### src/rtl/countdown_timer.sv
// countdown_timer: loadable down-counter with prescaler.
// A run/pause/expire FSM controls the count. It raises a one-cycle done pulse
// when the count reaches zero while running.
module countdown_timer #(
   parameter int unsigned WIDTH    = 16,
   parameter int unsigned PRESCALE = 1
) (
   input  logic             clock,
   input  logic             reset,
   input  logic             load,
   input  logic [WIDTH-1:0] load_value,
   input  logic             enable,
   output logic [WIDTH-1:0] count,
   output logic             zero,
   output logic             done,
   output logic             busy,
   output logic [1:0]       state
);

   localparam int unsigned     PW         = (PRESCALE > 1) ? $clog2(PRESCALE) : 1;
   localparam logic [PW-1:0]   PRESC_LAST = PW'(PRESCALE - 1);

   localparam logic [1:0] ST_IDLE    = 2'b00;
   localparam logic [1:0] ST_RUN     = 2'b01;
   localparam logic [1:0] ST_PAUSE   = 2'b10;
   localparam logic [1:0] ST_EXPIRED = 2'b11;

   logic [WIDTH-1:0] count_q, count_d;
   logic [PW-1:0]    presc_q, presc_d;
   logic [1:0]       state_q, state_d;
   logic             done_q,  done_d;
   logic             busy_q,  busy_d;
   logic             tick;

   // Tick when the prescaler has completed its period; PRESCALE=1 ticks every RUN cycle
   assign tick = (PRESCALE == 1) ? 1'b1 : (presc_q == PRESC_LAST);

   // State register with synchronous reset
   always_ff @(posedge clock) begin
      if (reset) begin
         count_q <= '0;
         presc_q <= '0;
         state_q <= ST_IDLE;
         done_q  <= 1'b0;
         busy_q  <= 1'b0;
      end else begin
         count_q <= count_d;
         presc_q <= presc_d;
         state_q <= state_d;
         done_q  <= done_d;
         busy_q  <= busy_d;
      end
   end

   // Next-state logic: load has priority over FSM transitions
   always_comb begin
      count_d = count_q;
      presc_d = presc_q;
      state_d = state_q;
      done_d  = 1'b0;

      if (load) begin
         count_d = load_value;
         presc_d = '0;
         state_d = ST_IDLE;
      end else begin
         case (state_q)
            ST_IDLE: begin
               if (enable && (count_q != '0)) state_d = ST_RUN;
            end
            ST_RUN: begin
               if (!enable) begin
                  // Pause without taking a tick; prescaler phase is kept
                  state_d = ST_PAUSE;
               end else if (tick) begin
                  count_d = count_q - WIDTH'(1);
                  presc_d = '0;
                  if (count_q == WIDTH'(1)) begin
                     state_d = ST_EXPIRED;
                     done_d  = 1'b1;
                  end
               end else begin
                  presc_d = presc_q + PW'(1);
               end
            end
            ST_PAUSE: begin
               if (enable) state_d = ST_RUN;
            end
            default: begin
               // Expired: hold at zero until load or reset
            end
         endcase
      end

      busy_d = (state_d == ST_RUN);
   end

   assign count = count_q;
   assign zero  = (count_q == '0);
   assign done  = done_q;
   assign busy  = busy_q;
   assign state = state_q;

endmodule

### config.mk
export PLATFORM = sky130hd
export DESIGN_NAME = countdown_timer
export DESIGN_NICKNAME = d
export VERILOG_FILES = /design/src/rtl/countdown_timer.sv
export SDC_FILE = /design/constraint.sdc
export NUM_CORES = 1
export LEC_CHECK = 0
export ABC_AREA = 1
export BUFFER_PORTS_ARGS = -buffer_cell sky130_fd_sc_hd__buf_4
export CAP_MARGIN = 25
export CELL_PAD_IN_SITES_DETAIL_PLACEMENT = 1
export CELL_PAD_IN_SITES_GLOBAL_PLACEMENT = 1
export CORE_MARGIN = 1
export CORE_UTILIZATION = 36
export CTS_BUF_LIST = sky130_fd_sc_hd__clkbuf_2 sky130_fd_sc_hd__clkbuf_4 sky130_fd_sc_hd__clkbuf_8
export DETAILED_ROUTE_END_ITERATION = 16
export HOLD_SLACK_MARGIN = 0.12
export PLACE_DENSITY_LB_ADDON = 0.1
export SLEW_MARGIN = 10
export SYNTH_ARGS = -nofsm -noshare
export SYNTH_HDL_FRONTEND = slang
export SYNTH_SLANG_ARGS = --single-unit
### constraint.sdc
create_clock -name clock -period 1.5 [get_ports clock]
set_input_delay 0.3 -clock clock [delete_from_list [all_inputs] [get_ports clock]]
set_output_delay 0.3 -clock clock [all_outputs]
set_load 0.005 [all_outputs]
==> run summary <==
Final Critical Period = 1.54 ns
post-placement worst setup slack = 0.0785 ns
top sig layer = met4
cell taking the most area after synthesis = dfxtp_1
syn_area_per_cell = 6.71 um2
nets@finish = 282
first-pass GRT wire length = 7140 um
failing checks = setup timing
ranking of synthesized cells by area = dfxtp_1 29%, nand2_1 13%, nand3_1 8.0%, inv_1 7.1%, nor2_1 5.2%
synth warn = 0
f_max = 648 MHz
total CTS buffers = 3
Area Growth Syn to Fin = 40.3%
skew final = 0.00182 ns
Finish-stage setup viols = 1
routed len/inst = 14.3 um
maximum vdd drop = 0.318 mV
drt total wl = 4350 um
n_diodes = 0
Leak Pwr = 0.923 nW
dpl hpwl = 3170 um
met3 WL = 118 um
post-route cell area = 0.00192 mm2
max capacitance violation total = 0
#FFs+latches synth = 20
Final GP Congestion = 0.881
Pre-Repair DR Iteration Count = 4
PwrDens = 783 mW/mm2
Worst Max-Slew Pin Slew = 0.320 ns
FFs w/ async S/R, synth = 0%
via count = 1,537
Met1 Wirelength = 2140 um
initial antenna violation count = 0
CTS Hold Bufs = 0
WP data arrival = 1.24 ns
layout cell share with drive strength beyond 1 = 40.5%
Starting Density = 37.4%
number of synthesized flops with an enable pin = 0
Post-Syn Area = 0.00137 mm2
Worst-path clk slew = 0.08 ns
Tcrit/Tclk final = 103%
Synth Flop Type = dfxtp_1
Max Slew Vio Count = 0
# DRC = 0
met2 WL = 2040 um
die area = 0.00405 mm2
post-layout worst setup margin = -0.0442 ns
worst-path fanout max = 2
Post-Syn Nets = 227
CP Capture Type = primary output
vias in the first global route = 1,507
ANT nets after route = 0
most instantiated library cell after synthesis = nand2_1
Die H = 63.7 um
total grt overflow = 0
PortBufs = 40
# IOs = 41
crit start category = register
Min-Delay Path Class = in2reg
Crit path required time = 1.20 ns
Pwr Total = 1.50 mW
Fin. Hold Viols = 0
most instantiated cells after synthesis = 46 x nand2_1, 26 x inv_1, 22 x nand3_1, 20 x dfxtp_1, 19 x nor2_1
CTS HTree Levels = 1
Post-Syn Instances = 204
vias per std cell = 5.04
Cell Rows = 22
Yosys top cell area share = 29.3%
core region area = 0.00366 mm2
Synth cell types = 32
CTS sink count = 20
run status = finished, violations left
Tot GR Track Use = 22.9%
sequential share of the synthesized area = 29.3%
Slew headroom = 78.7%
Starting DRT DRC Count = 42
Post-Place Cell Area = 0.00176 mm2
TritonCTS clock tree = done
width of the die = 63.7 um
largest net degree at the start of global routing = 15
clock latency on the worst-skew pair = 0.26 ns
Final Util = 52.5%
Root Driver = clkbuf_8
critical path type = reg2out
clk buf depth = 2
RSZ-0062 raised after global routing = true
Fin Hold WS = 0.314 ns
metrics by stage:
stage          cells  TNS (ns)
3_3_place_gp     296         0
5_1_grt          305   -0.0889
6_report         305   -0.0442
4_1_cts          303   -0.0768
2_1_floorplan    204         0
3_5_place_dp     296         0
cell families after synthesis:
kind of cell / count (synthesis) / share of synthesized area, %
buf+inv: 33 / 10.4
flops: 20 / 29.3
compound gates: 36 / 15.7
simple gates: 112 / 41.9
fa+ha+maj: 3 / 2.74
layout by cell type (no fill, tap or decap), types with 2 or more instances in the layout:
cell / Yosys / final
a21oi_1: 11 / 11
a21oi_2: 4 / 4
a31oi_1: 2 / 2
buf_4: 1 / 52
clkbuf_8: 0 / 3
dfxtp_1: 20 / 11
dfxtp_2: 0 / 8
ha_1: 3 / 2
inv_1: 26 / 23
inv_2: 1 / 4
inv_4: 3 / 3
nand2_1: 46 / 45
nand2_2: 3 / 4
nand3_1: 22 / 20
nand3_2: 2 / 4
nand4_1: 2 / 2
nor2_1: 19 / 16
nor2_2: 8 / 7
nor2_4: 1 / 5
nor2_8: 3 / 3
o211ai_1: 3 / 3
o21ai_0: 5 / 5
o21ai_1: 8 / 8
sequential cells by signal, summed over array words and instances (netlist names):
register,flops
done,1
count,16
busy,1
state,2
timing repair:
item                       4_1_cts  5_1_grt
pin swaps                        8        5
hold endpoints to repair         0        0
setup buffers                    4        2
gates resized for setup         12       15
setup endpoints to repair        1        2
critical path, stage by stage, from the launching register on:
cell	delay (ns)
dfxtp_2	0.34
nor2_4	0.12
nand2_2	0.09
nor3_2	0.14
and3_4	0.20
buf_6	0.08
routing by layer:
layer / track usage (%) / vias to the layer above
li1: - / 768
met3: 3.26 / 4
met2: 36.8 / 28
met5: 0 / -
met1: 31.2 / 737
met4: 7.39 / 0
final cells by class:
type | count | area (um2)
multi-input cells | 151 | 883
clock buffers | 3 | 41.3
flip-flops and latches | 20 | 414
inverters | 30 | 120
well taps | 48 | 60.1
repair buffers | 53 | 402
fillers | 492 | 1740
power breakdown:
group          internal [mW]  switching [mW]
logic                  0.233           0.288
registers              0.567          0.0413
clock network          0.180           0.196
total                  0.980           0.525
path summary, 6_finish.rpt:
path,startpoint,endpoint,slack [ns],cells past startpoint
setup / recovery,count[7],zero,-0.04,5
hold / removal,load_value[4],count[4],0.31,3
setup reg to reg,count[1],count[12],0.07,9
hold reg to reg,count[14],count[14],0.51,2
(Power assumes the default switching activity.)
